===== config.mk =====
export PLATFORM = sky130hd
export DESIGN_NAME = uart_receiver
export DESIGN_NICKNAME = d
export VERILOG_FILES = /design/src/rtl/uart_receiver.sv
export SDC_FILE = /design/constraint.sdc
export NUM_CORES = 1
export LEC_CHECK = 0
export BUFFER_PORTS_ARGS = -buffer_cell sky130_fd_sc_hd__buf_4
export CAP_MARGIN = 10
export CORE_MARGIN = 1.5
export CORE_UTILIZATION = 45
export DETAILED_ROUTE_END_ITERATION = 8
export PLACE_DENSITY_LB_ADDON = 0.05
export SETUP_SLACK_MARGIN = 0.02
export SKIP_LAST_GASP = 1
export SYNTH_ARGS = -nofsm -noshare
export SYNTH_HDL_FRONTEND = slang
export SYNTH_SLANG_ARGS = --single-unit

===== constraint.sdc =====
create_clock -name i_clk -period 2.01 [get_ports i_clk]
set_clock_uncertainty 0.15 [all_clocks]
set_input_delay 0.402 -clock i_clk [delete_from_list [all_inputs] [get_ports i_clk]]
set_output_delay 0.402 -clock i_clk [all_outputs]
set_load 0.1 [all_outputs]

===== src/rtl/uart_receiver.sv =====
// ----------------------------------------------------------------------------
// uart_receiver
//   8N1 UART receiver. Synchronizes the asynchronous RXD line, detects the
//   start edge, samples every bit mid-cell, and presents each received byte
//   (LSB first on the wire) through a single-entry valid/ready holding
//   register. Framing errors and overruns are reported with sticky flags.
//
// Parameters
//   clk_freq_hz  i_clk frequency in Hz
//   baud_rate    line rate in bit/s
//   DIV = clk_freq_hz / baud_rate clocks per bit (must be >= 4), HALF = DIV/2
//
// Ports
//   i_clk        system clock
//   i_rst        asynchronous, active-high reset
//   i_uart_rx    serial line, idle high, asynchronous to i_clk
//   o_data       received byte, stable while o_valid = 1
//   o_valid      o_data holds an unread byte
//   i_ready      consumer takes o_data on an edge where o_valid & i_ready
//   i_clr_err    one-cycle pulse clearing both sticky flags
//   o_frame_err  sticky: a stop bit was sampled low
//   o_overrun    sticky: a completed byte was dropped (holding register full)
//   o_busy       receiver is inside a frame (state != IDLE)
// ----------------------------------------------------------------------------
module uart_receiver #(
  parameter int clk_freq_hz = 100_000_000,
  parameter int baud_rate   = 1_000_000
) (
  input  logic       i_clk,
  input  logic       i_rst,
  input  logic       i_uart_rx,
  output logic [7:0] o_data,
  output logic       o_valid,
  input  logic       i_ready,
  input  logic       i_clr_err,
  output logic       o_frame_err,
  output logic       o_overrun,
  output logic       o_busy
);

  localparam int DIV   = clk_freq_hz / baud_rate;
  localparam int HALF  = DIV / 2;
  localparam int CNT_W = $clog2(DIV);

  localparam logic [CNT_W-1:0] CNT_HALF = CNT_W'(HALF - 1);
  localparam logic [CNT_W-1:0] CNT_FULL = CNT_W'(DIV - 1);
  localparam logic [CNT_W-1:0] CNT_ONE  = CNT_W'(1);

  typedef enum logic [1:0] {
    S_IDLE,
    S_START,
    S_DATA,
    S_STOP
  } state_t;

  // Line synchronizer and edge-detect history
  logic             r_sync1;
  logic             r_rx_s;
  logic             r_rx_prev;

  // Frame FSM and bit timer
  state_t           r_state;
  logic [CNT_W-1:0] r_cnt;
  logic [2:0]       r_bit_idx;
  logic [7:0]       r_shift;

  // Holding register and sticky flags
  logic [7:0]       r_data;
  logic             r_valid;
  logic             r_frame_err;
  logic             r_overrun;

  // Next-state / event signals from the combinational process
  state_t           w_state_nxt;
  logic [CNT_W-1:0] w_cnt_nxt;
  logic [2:0]       w_bit_nxt;
  logic [7:0]       w_shift_nxt;
  logic             w_push;
  logic             w_ferr_evt;
  logic             w_ovr_evt;
  logic             w_load;

  // Synchronizer resets to the idle level so that reset release with an idle
  // line never looks like a start edge.
  always_ff @(posedge i_clk or posedge i_rst) begin
    if (i_rst) begin
      r_sync1   <= 1'b1;
      r_rx_s    <= 1'b1;
      r_rx_prev <= 1'b1;
    end else begin
      // NOTE: non-blocking assignments make every flop sample the pre-edge
      // value of its source, which is what turns this chain into a real
      // two-stage synchronizer plus one-cycle delay rather than a wire.
      r_sync1   <= i_uart_rx;
      r_rx_s    <= r_sync1;
      r_rx_prev <= r_rx_s;
    end
  end

  always_comb begin
    // NOTE: every output of this block gets a default first; any path that
    // left one unassigned would infer a latch.
    w_state_nxt = r_state;
    w_cnt_nxt   = r_cnt;
    w_bit_nxt   = r_bit_idx;
    w_shift_nxt = r_shift;
    w_push      = 1'b0;
    w_ferr_evt  = 1'b0;

    unique case (r_state)
      S_IDLE: begin
        // Only a 1->0 transition starts a frame; a line stuck low does not.
        if (r_rx_prev && !r_rx_s) begin
          w_state_nxt = S_START;
          w_cnt_nxt   = CNT_HALF;
        end
      end

      S_START: begin
        if (r_cnt == '0) begin
          if (!r_rx_s) begin
            w_state_nxt = S_DATA;
            w_cnt_nxt   = CNT_FULL;
            w_bit_nxt   = 3'd0;
          end else begin
            // Start bit gone high by mid-cell: treat as a glitch, silently.
            w_state_nxt = S_IDLE;
          end
        end else begin
          w_cnt_nxt = r_cnt - CNT_ONE;
        end
      end

      S_DATA: begin
        if (r_cnt == '0) begin
          // LSB arrives first, so shifting right leaves bit 0 in place after 8 samples.
          w_shift_nxt = {r_rx_s, r_shift[7:1]};
          w_cnt_nxt   = CNT_FULL;
          if (r_bit_idx == 3'd7) begin
            w_state_nxt = S_STOP;
          end else begin
            w_bit_nxt = r_bit_idx + 3'd1;
          end
        end else begin
          w_cnt_nxt = r_cnt - CNT_ONE;
        end
      end

      S_STOP: begin
        if (r_cnt == '0) begin
          // Back to IDLE at the mid-stop sample so a short stop bit still
          // lets the next start edge be caught.
          w_state_nxt = S_IDLE;
          if (r_rx_s) begin
            w_push = 1'b1;
          end else begin
            w_ferr_evt = 1'b1;
          end
        end else begin
          w_cnt_nxt = r_cnt - CNT_ONE;
        end
      end

      default: w_state_nxt = S_IDLE;
    endcase
  end

  always_ff @(posedge i_clk or posedge i_rst) begin
    if (i_rst) begin
      r_state   <= S_IDLE;
      r_cnt     <= '0;
      r_bit_idx <= 3'd0;
      r_shift   <= 8'h00;
    end else begin
      r_state   <= w_state_nxt;
      r_cnt     <= w_cnt_nxt;
      r_bit_idx <= w_bit_nxt;
      r_shift   <= w_shift_nxt;
    end
  end

  // A push is accepted when the holding register is empty or is being
  // drained in the same cycle; otherwise the new byte is the one dropped.
  assign w_load    = w_push && (!r_valid || i_ready);
  assign w_ovr_evt = w_push && r_valid && !i_ready;

  always_ff @(posedge i_clk or posedge i_rst) begin
    if (i_rst) begin
      r_data      <= 8'h00;
      r_valid     <= 1'b0;
      r_frame_err <= 1'b0;
      r_overrun   <= 1'b0;
    end else begin
      if (w_load) begin
        r_data  <= r_shift;
        r_valid <= 1'b1;
      end else if (r_valid && i_ready) begin
        r_valid <= 1'b0;
      end
      // A new error event overrides a coincident clear.
      r_frame_err <= w_ferr_evt | (r_frame_err & ~i_clr_err);
      r_overrun   <= w_ovr_evt  | (r_overrun   & ~i_clr_err);
    end
  end

  assign o_data      = r_data;
  assign o_valid     = r_valid;
  assign o_frame_err = r_frame_err;
  assign o_overrun   = r_overrun;
  assign o_busy      = (r_state != S_IDLE);

endmodule

# Word level (Yosys, flattened, before mapping)
# Cells that the tools add are included.
[word_totals]
register_bits = 34
latch_bits = 0
ram_bits = 0
mem_bits_ro = 0
input_bits = 5
n_memories = 0
[classes]
addsub = 2
mul = 0
n_div = 0
n_lt_le_gt_ge = 0
eq_ne = 13
n_shift = 0
n_mux = 26
bitwise_logic = 5
reduce_logical = 18
[ops]
columns = ["cell", "count"]
rows = [
  ["7-bit 2-to-1 mux", 5],
  ["7-bit one-hot mux with 4 select lines", 1],
  ["2-bit != test (second input constant)", 8],
  ["2-bit 2-to-1 mux", 6],
  ["3-bit 2-to-1 mux", 4],
  ["5-bit AND reduction", 2],
  ["1-bit 2-to-1 mux", 8],
  ["2-bit one-hot mux with 4 select lines", 1],
  ["7-bit logical NOT", 1],
  ["7-bit by 1-bit subtractor with 7-bit output (second input constant)", 1],
  ["3-bit one-hot mux with 2 select lines", 1],
  ["2-bit nonzero test", 3],
  ["1-bit logical AND", 5],
  ["2-bit equality test (second input constant)", 2],
  ["3-bit by 1-bit adder with 3-bit output (second input constant)", 1],
  ["3-bit equality test (second input constant)", 1],
  ["1-bit logical NOT", 3],
  ["3-bit != test (second input constant)", 1],
  ["3-bit AND reduction", 1],
  ["1-bit bitwise AND", 2],
  ["2-bit by 1-bit equality test with 1-bit output (second input constant)", 1],
  ["2-bit logical NOT", 1],
  ["1-bit bitwise OR", 2],
  ["2-bit AND reduction", 1],
  ["2 further kinds", 2],
]

# Depth between registers and ports, before layout
# Gate-level depths: netlist of the first run.
[logic_depth]
word_depth = 6
ltp_mapped = 7
depth_no_buf = 6

# Worst setup path before layout of the first run
# OpenSTA, ideal clock, no wires.
[synth_path]
path_kind = "reg2reg"
startpoint = "reg r_valid, in the netlist o_valid"
endpoint = "reg r_data[0], in the netlist o_data[0]"
setup_time_ns = 0.128
arrival_time_ns = 1.685
t_required_ns = 1.732
path_slack_ns = 0.047
stages_incl_launch_ff = 5
path_cell_list = "dfrtp_1 -> nand2b_1 -> nor2b_1 -> buf_4 -> mux2_1"
[synth_between]
elab_chain_len = 3
[synth_rtl]
columns = ["item", "line_no", "text"]
rows = [
  ["from (decl)", "69", "logic r_valid;"],
  ["from (signal assigned)", "190", "r_valid <= 1'b0;"],
  ["from (signal assigned)", "196", "r_valid <= 1'b1;"],
  ["from (signal assigned)", "198", "r_valid <= 1'b0;"],
  ["1-bit logical NOT", "184", "assign w_load = w_push && (!r_valid || i_ready);"],
  ["1-bit logical OR", "184", ""],
  ["1-bit logical AND", "184", ""],
  ["to (signal assigned)", "195", "r_data <= r_shift;"],
  ["to (decl)", "68", "logic [7:0] r_data;"],
]
# Every way passes these cells.
# A chain may end at the register's enable or synchronous reset.

# Worst setup path after layout of the first run
[layout_path]
startpoint = "reg r_cnt[1]"
endpoint = "reg r_shift[1]"
[layout_between]
elab_chain_len = 2
[layout_rtl]
columns = ["item", "line_no", "text"]
rows = [
  ["from (decl)", "63", "logic [CNT_W-1:0] r_cnt;"],
  ["from (signal assigned)", "176", "r_cnt <= w_cnt_nxt;"],
  ["7-bit logical NOT", "135", "if (r_cnt == '0) begin"],
  ["2-bit AND reduction (no line)", "n/a", ""],
  ["to (signal assigned)", "178", "r_shift <= w_shift_nxt;"],
  ["to (decl)", "65", "logic [7:0] r_shift;"],
]
# Every way passes these cells.

==> impl_metrics.prom, run 1 <==
# TYPE chip_impl_metric gauge
chip_impl_info{name="status",value="finished, final reports clean"} 1
chip_impl_metric{name="drc",unit=""} 0
chip_impl_info{name="endpoint_kind",value="flip-flop"} 1
chip_impl_metric{name="wl_met1",unit="µm"} 1702
chip_impl_metric{name="net_count_synth",unit=""} 162
chip_impl_metric{name="cts.htree.levels",unit=""} 2
chip_impl_metric{name="drt_first_iter_violations",unit=""} 80
chip_impl_metric{name="synthesis.yosys.warnings",unit=""} 0
chip_impl_metric{name="hold_viol_final",unit=""} 0
chip_impl_metric{name="placement.cell_area",unit="mm²"} 0.002012
chip_impl_metric{name="buffer_ports.inserted",unit=""} 16
chip_impl_metric{name="synthesis.area",unit="mm²"} 0.001747
chip_impl_metric{name="drive_above_1_share",unit="%"} 38.59
chip_impl_metric{name="finalCritPeriodShare",unit="%"} 97.35
chip_impl_metric{name="detailedPlacementHpwl",unit="µm"} 2469
chip_impl_metric{name="post-route-util",unit="%"} 59.19
chip_impl_info{name="capture_point_of_the_worst_reg_to_reg_path",value="r_shift[1]"} 1
chip_impl_metric{name="slowest_cell_delay_on_critical_path",unit="ns"} 0.51
chip_impl_metric{name="start_util",unit="%"} 47.35
chip_impl_metric{name="fp-row-count",unit=""} 22
chip_impl_metric{name="num_cts_buffers",unit=""} 5
chip_impl_metric{name="floorplan.die.height",unit="µm"} 65.30
chip_impl_metric{name="postSynthRegisterBits",unit=""} 34
chip_impl_metric{name="via_count",unit=""} 1257
chip_impl_metric{name="grt_pass1_wl",unit="µm"} 5927
chip_impl_metric{name="slew-limit-headroom",unit="%"} 68.03
chip_impl_metric{name="drv_cap",unit=""} 0
chip_impl_metric{name="cellPowerDensity",unit="mW/mm²"} 1166
chip_impl_metric{name="max-vdd-ir-drop",unit="mV"} 0.6632
chip_impl_metric{name="multi_input_comb_area",unit="µm²"} 899.6
chip_impl_metric{name="final-seq-area",unit="µm²"} 854.6
chip_impl_metric{name="grt_use_total",unit="%"} 18.39
chip_impl_info{name="final_common_cell",value="dfrtp_1"} 1
chip_impl_info{name="post-synth-top-area-cell",value="dfrtp_1"} 1
chip_impl_metric{name="timing.hold.ws",unit="ns"} 0.06407
chip_impl_metric{name="gp_routability_congestion",unit=""} 0.8266
chip_impl_info{name="min_path_type",value="input port to asynchronous set/reset pin"} 1
chip_impl_info{name="timing.critical_path.cells",value="inv_2 -> ha_4 -> or4b_4 -> nor2_8 -> nand2_8 -> mux2_4"} 1
chip_impl_info{name="cpMaxStageDelayCell",value="or4b_4"} 1
chip_impl_metric{name="pre_repair_dr_iteration_count",unit=""} 4
chip_impl_metric{name="crit_buf_inv",unit=""} 1
chip_impl_info{name="path_class",value="flip-flop to flip-flop"} 1
chip_impl_metric{name="worst-r2r-setup-slack",unit="ns"} 0.05
chip_impl_info{name="tritoncts",value="done"} 1
chip_impl_metric{name="crit_path_max_fanout",unit=""} 8
chip_impl_info{name="rsz0062_at_grt",value="true"} 1
chip_impl_info{name="layout_common_cells",value="dfrtp_1 (31), buf_4 (29), mux2_4 (16)"} 1
chip_impl_metric{name="place_worst_setup_slack",unit="ns"} 0.03954
chip_impl_metric{name="design.die.area",unit="mm²"} 0.004264
chip_impl_metric{name="final_net_count",unit=""} 197
chip_impl_metric{name="core_region_area",unit="mm²"} 0.003689
chip_impl_metric{name="r2r.worst_path.cells",unit=""} 6
chip_impl_metric{name="max_freq",unit="MHz"} 511.1
chip_impl_metric{name="cell_count_after_placement",unit=""} 223
chip_impl_metric{name="initial_antenna_violation_count",unit=""} 0
chip_impl_metric{name="n_antenna_cell",unit=""} 0
chip_impl_metric{name="largest_buffer_count_on_any_clock_path",unit=""} 2
chip_impl_metric{name="syn_area_per_cell",unit="µm²"} 11.80
chip_impl_metric{name="die-width",unit="µm"} 65.30
chip_impl_metric{name="met2_length",unit="µm"} 1682
chip_impl_metric{name="post-layout-total-power",unit="mW"} 2.547
chip_impl_info{name="critPathLaunchType",value="flip-flop"} 1
chip_impl_metric{name="yosysTopAreaCellShare",unit="%"} 44.41
chip_impl_metric{name="fillCellCount",unit=""} 318
chip_impl_metric{name="worst_tran_pin_value",unit="ns"} 0.4759
chip_impl_metric{name="final_worst_setup_slack",unit="ns"} 0.05329
chip_impl_metric{name="timing.critical_path.arrival",unit="ns"} 1.98
chip_impl_info{name="synth_flop_cell",value="dfrtp_1"} 1
chip_impl_metric{name="drtAntennaViolNets",unit=""} 0
chip_impl_metric{name="avgViaCountPerCell",unit=""} 5.418
chip_impl_metric{name="design.portCount",unit=""} 17
chip_impl_metric{name="p_leak",unit="nW"} 1.067
chip_impl_metric{name="crit_required",unit="ns"} 2.03
chip_impl_metric{name="area_overhead_of_the_layout_relative_to_synthesis",unit="%"} 25.00
chip_impl_metric{name="final_cell_area",unit="mm²"} 0.002183
chip_impl_metric{name="vias_in_the_first_global_route",unit=""} 1230
chip_impl_info{name="path_delay_family",value="simple AND/OR/NAND/NOR gates"} 1
chip_impl_metric{name="synth.yosys.seq_area_share",unit="%"} 48.93
chip_impl_metric{name="routed_wire_length_per_instance",unit="µm"} 15.35
chip_impl_metric{name="worstSkewPairLatency",unit="ns"} 0.29
chip_impl_info{name="synth_top_cells_by_area",value="dfrtp_1 (44%), mux2_4 (6.9%), ha_1 (6.4%)"} 1
chip_impl_metric{name="grt_max_degree",unit=""} 35
chip_impl_metric{name="totalWireLength",unit="µm"} 3561
chip_impl_metric{name="async_reset_ff_share",unit="%"} 100.0
chip_impl_info{name="route.top_layer_used",value="met4"} 1
chip_impl_metric{name="cts.reportedPaths.clkPinSlew",unit="ns"} 0.07
chip_impl_metric{name="final_period_minus_worst_setup_slack",unit="ns"} 1.957
chip_impl_metric{name="setup_tns",unit="ns"} 0
chip_impl_metric{name="final-instance-count-excl-fill",unit=""} 232
chip_impl_metric{name="synthCells",unit=""} 148
chip_impl_metric{name="setup_viol_count_final",unit=""} 0
chip_impl_info{name="clockRootBuffer",value="clkbuf_8"} 1
chip_impl_info{name="timing.rr.start",value="r_cnt[1]"} 1
chip_impl_metric{name="gr-total-overflow",unit=""} 0
chip_impl_metric{name="wl_met3",unit="µm"} 134
chip_impl_metric{name="yosys.cell_types.count",unit=""} 43
chip_impl_metric{name="synth-edff-count",unit=""} 0
chip_impl_metric{name="slew_violations",unit=""} 0
chip_impl_metric{name="clkSinkCount",unit=""} 34
## routing by layer
layer  GRT usage, %  vias up
li1               -      609
met1          25.42      616
met2          28.44       27
met3          4.110        5
met4          6.510        0
met5              0        -
## state kept, by name, summed over array words and instances, names as in the netlist, named ones only
register	flops
o_data	8
r_shift	8
r_cnt	7
r_bit_idx	3
o_frame_err	1
o_overrun	1
o_valid	1
r_rx_prev	1
r_rx_s	1
r_state	1
r_sync1	1
## power breakdown
group          switching (mW)  leakage [nW]  total (mW)  internal, mW
Clock                   0.247        0.0472       0.522         0.275
Sequential             0.0986         0.448       0.869         0.771
Combinational           0.665         0.572        1.16         0.490
## synthesized netlist by cell type, drive strengths merged, types with 4 or more instances
cell type  number
a21oi           4
o21ai          11
mux2           16
nor2            9
nand2           8
ha              9
nor3            6
inv             8
dfrtp          31
nand2b          5
## logic make-up (layout without fill, tap and decap cells)
kind of cell	count (synthesis)	count (layout)	synth area share, %
simple gates	43	43	15.97
compound gates	35	35	13.75
buf+inv	11	47	2.865
mux	16	16	12.03
flops	34	34	48.93
fa+ha+maj	9	9	6.447
## worst max-delay path by stage
stage                    start         end  cells after the start
global placement      r_cnt[1]   o_data[7]                      7
floorplan              o_valid   o_data[0]                      4
finish                r_cnt[1]  r_shift[1]                      6
detailed placement    r_cnt[1]  r_shift[4]                      6
CTS                   r_cnt[1]   o_data[4]                      7
global route        r_state[0]    r_cnt[0]                      6
## final cells by class
class | instances | share of cell area (%)
sequential | 34 | 39.14
tap | 48 | 2.751
clock inverter | 2 | 0.5731
timing repair buffer | 31 | 11.17
inverter | 8 | 1.375
clock buffer | 6 | 3.782
multi-input combinational | 103 | 41.20
## repair_timing
action / in CTS / in global routing
endpoints found under the setup margin: 1 / 24
buffers inserted: 0 / 1
pin swaps: 1 / 1
hold buffers: 0 / 0
hold endpoints to repair: 0 / 0
gates resized for setup: 1 / 19
## worst min-delay path, cell delays in order
cell and delay [ns]:
buf_4 0.11, inv_1 0.05, buf_4 0.37
Note: power is estimated with default switching activity, not from simulation.
==> run 2, diff against run 1 <==
ABC_AREA = 1   (was not set)
clock period = 1.9 ns   (was 2.01 ns; I/O delays follow)
==> impl_metrics.prom, run 2 <==
# TYPE chip_impl_metric gauge
chip_impl_metric{name="totalWireLength",unit="µm"} 3437
chip_impl_metric{name="grt_max_degree",unit=""} 35
chip_impl_metric{name="crit_required",unit="ns"} 1.37
chip_impl_metric{name="num_cts_buffers",unit=""} 5
chip_impl_metric{name="n_antenna_cell",unit=""} 0
chip_impl_info{name="timing.rr.start",value="r_cnt[0]"} 1
chip_impl_info{name="path_class",value="flip-flop to output port"} 1
chip_impl_metric{name="final_period_minus_worst_setup_slack",unit="ns"} 1.802
chip_impl_info{name="synth_top_cells_by_area",value="dfrtp_1 (43%), nand2_1 (13%), ha_1 (6.2%)"} 1
chip_impl_metric{name="cts.htree.levels",unit=""} 2
chip_impl_metric{name="synthCells",unit=""} 213
chip_impl_metric{name="area_overhead_of_the_layout_relative_to_synthesis",unit="%"} 19.20
chip_impl_metric{name="setup_tns",unit="ns"} 0
chip_impl_info{name="cpMaxStageDelayCell",value="dfrtp_2"} 1
chip_impl_metric{name="yosys.cell_types.count",unit=""} 25
chip_impl_metric{name="initial_antenna_violation_count",unit=""} 0
chip_impl_metric{name="finalCritPeriodShare",unit="%"} 94.85
chip_impl_metric{name="net_count_synth",unit=""} 227
chip_impl_metric{name="die-width",unit="µm"} 66.45
chip_impl_metric{name="slew-limit-headroom",unit="%"} 70.91
chip_impl_info{name="synth_most_common_cell",value="nand2_1"} 1
chip_impl_metric{name="post-layout-total-power",unit="mW"} 2.869
chip_impl_metric{name="final_worst_setup_slack",unit="ns"} 0.09787
chip_impl_metric{name="floorplan.die.height",unit="µm"} 66.45
chip_impl_metric{name="detailedPlacementHpwl",unit="µm"} 2571
chip_impl_metric{name="worstSkewPairLatency",unit="ns"} 0.28
chip_impl_metric{name="cellPowerDensity",unit="mW/mm²"} 1328
chip_impl_metric{name="clkSinkCount",unit=""} 34
chip_impl_metric{name="final_cell_area",unit="mm²"} 0.002160
chip_impl_metric{name="max_freq",unit="MHz"} 554.9
chip_impl_metric{name="r2r.worst_path.cells",unit=""} 8
chip_impl_info{name="capture_point_of_the_worst_reg_to_reg_path",value="o_data[6]"} 1
chip_impl_metric{name="final_net_count",unit=""} 250
chip_impl_metric{name="routed_wire_length_per_instance",unit="µm"} 12.06
chip_impl_info{name="yosys-top-cells-count",value="nand2_1 (64), dfrtp_1 (31), inv_1 (25), nand3_1 (18), nor2_1 (17)"} 1
chip_impl_info{name="clockRootBuffer",value="clkbuf_8"} 1
chip_impl_metric{name="async_reset_ff_share",unit="%"} 100.0
chip_impl_metric{name="fp-row-count",unit=""} 22
chip_impl_metric{name="drc",unit=""} 0
chip_impl_metric{name="yosysTopAreaCellShare",unit="%"} 42.82
chip_impl_metric{name="drive_above_1_share",unit="%"} 25.32
chip_impl_metric{name="slew_violations",unit=""} 0
chip_impl_metric{name="core_region_area",unit="mm²"} 0.003771
chip_impl_info{name="post-synth-top-area-cell",value="dfrtp_1"} 1
chip_impl_metric{name="grt_use_total",unit="%"} 18.49
chip_impl_metric{name="postCtsSetupBuffers",unit=""} 0
chip_impl_metric{name="avgViaCountPerCell",unit=""} 4.982
chip_impl_metric{name="grt_pass1_wl",unit="µm"} 6134
chip_impl_metric{name="postSynthRegisterBits",unit=""} 34
chip_impl_info{name="rsz0062_at_grt",value="false"} 1
chip_impl_metric{name="drt_first_iter_violations",unit=""} 116
chip_impl_info{name="final_common_cell",value="nand2_1"} 1
chip_impl_metric{name="placement.cell_area",unit="mm²"} 0.002009
chip_impl_metric{name="hold_viol_final",unit=""} 0
chip_impl_info{name="critPathLaunchType",value="flip-flop"} 1
chip_impl_metric{name="setup_viol_count_final",unit=""} 0
chip_impl_metric{name="synth-edff-count",unit=""} 0
chip_impl_metric{name="synthesis.yosys.warnings",unit=""} 0
chip_impl_metric{name="largest_buffer_count_on_any_clock_path",unit=""} 2
chip_impl_metric{name="place_worst_setup_slack",unit="ns"} 0.1642
chip_impl_info{name="status",value="finished, final reports clean"} 1
chip_impl_info{name="layout_common_cells",value="nand2_1 (64), dfrtp_1 (30), inv_1 (21)"} 1
chip_impl_metric{name="p_leak",unit="nW"} 1.160
chip_impl_info{name="timing.critical_path.cells",value="inv_2 -> ha_4 -> clkinvlp_4 -> buf_6"} 1
chip_impl_metric{name="post_cts_resize_count",unit=""} 1
chip_impl_metric{name="slowest_cell_delay_on_critical_path",unit="ns"} 0.44
chip_impl_metric{name="pre_repair_dr_iteration_count",unit=""} 4
chip_impl_metric{name="design.portCount",unit=""} 17
chip_impl_info{name="tritoncts",value="done"} 1
chip_impl_metric{name="cts-hold-fix-buffers",unit=""} 0
chip_impl_info{name="endpoint_kind",value="output port"} 1
chip_impl_info{name="synth_flop_cell",value="dfrtp_1"} 1
chip_impl_metric{name="vias_in_the_first_global_route",unit=""} 1400
chip_impl_metric{name="cts.reportedPaths.clkPinSlew",unit="ns"} 0.07
chip_impl_metric{name="synth.yosys.seq_area_share",unit="%"} 47.17
chip_impl_info{name="min_path_type",value="input port to asynchronous set/reset pin"} 1
chip_impl_metric{name="design.die.area",unit="mm²"} 0.004416
chip_impl_metric{name="gp_routability_congestion",unit=""} 0.7920
chip_impl_metric{name="timing.critical_path.arrival",unit="ns"} 1.27
chip_impl_metric{name="worst_tran_pin_value",unit="ns"} 0.4364
chip_impl_metric{name="synthesis.area",unit="mm²"} 0.001812
chip_impl_metric{name="crit_path_max_fanout",unit=""} 5
chip_impl_metric{name="gr-total-overflow",unit=""} 0
chip_impl_metric{name="buffer_ports.inserted",unit=""} 16
chip_impl_metric{name="max-vdd-ir-drop",unit="mV"} 0.7452
chip_impl_metric{name="drv_cap",unit=""} 0
chip_impl_metric{name="via_count",unit=""} 1420
chip_impl_metric{name="drtAntennaViolNets",unit=""} 0
chip_impl_metric{name="syn_area_per_cell",unit="µm²"} 8.506
chip_impl_metric{name="start_util",unit="%"} 48.04
chip_impl_metric{name="worst-r2r-setup-slack",unit="ns"} 0.19
[run 2: changes by cell type after synthesis, moves of 8 or more]
cell	previous run	this run
nor2_1	8	17
inv_1	8	25
mux2_4	8	0
nand2_1	7	64
mux2_1	8	0
nand3_1	3	18
[run 2: worst max-delay path by stage]
stage	from	endpoint	depth (start not counted)
after floorplan	r_state[0]	r_cnt[4]	9
after global placement	r_state[0]	r_cnt[4]	8
after detailed placement	r_state[0]	r_cnt[4]	8
after CTS	r_state[0]	o_busy	4
after global routing	r_state[0]	o_busy	4
final	r_state[0]	o_busy	4
[run 2: layout make-up]
class,instances,area (µm²)
Tap cell,48,60.06
Timing Repair Buffer,18,138.9
Multi-Input combinational cell,147,838.3
Fill cell,318,1612
Clock buffer,6,82.58
Clock inverter,2,60.06
Inverter,30,123.9
Sequential cell,34,855.8
[run 2: power breakdown]
group | switching, mW | internal, mW
sequential | 0.109 | 0.826
combinational | 0.744 | 0.363
clock | 0.267 | 0.560
total | 1.12 | 1.75
[run 2: per-layer routing]
metal  up-vias  wire [µm]  global-route usage [%]
li1        726          -                       -
met1       657       1669                   24.48
met2        30       1566                   28.00
met3         7        135                   4.730
met4         0         65                   9.184
met5         -          0                       0
[run 2: logic make-up after synthesis]
logic type	share of synthesized area (%)
AOI/OAI and AO/OA	6.009
xor gates and xnor gates	0.4835
adders and majority gates	6.216
buffers and inverters	7.528
DFF	47.17
and+or+nand+nor	32.60
[run 2: worst max-delay path: cells and delay by family, from the launching register on]
family,cells,cell delay [ns]
DFF,1,0.44
adders and majority gates,1,0.15
buffers and inverters,3,0.39
[run 2: through the flow]
step	std cells	hold slack, ns	util, %
floorplan	213	0.1952	-
global placement	277	0.1977	53.28
detailed placement	277	0.1996	53.28
CTS	285	0.04448	57.17
global route	285	0.03922	57.27
finish	285	0.04211	57.27
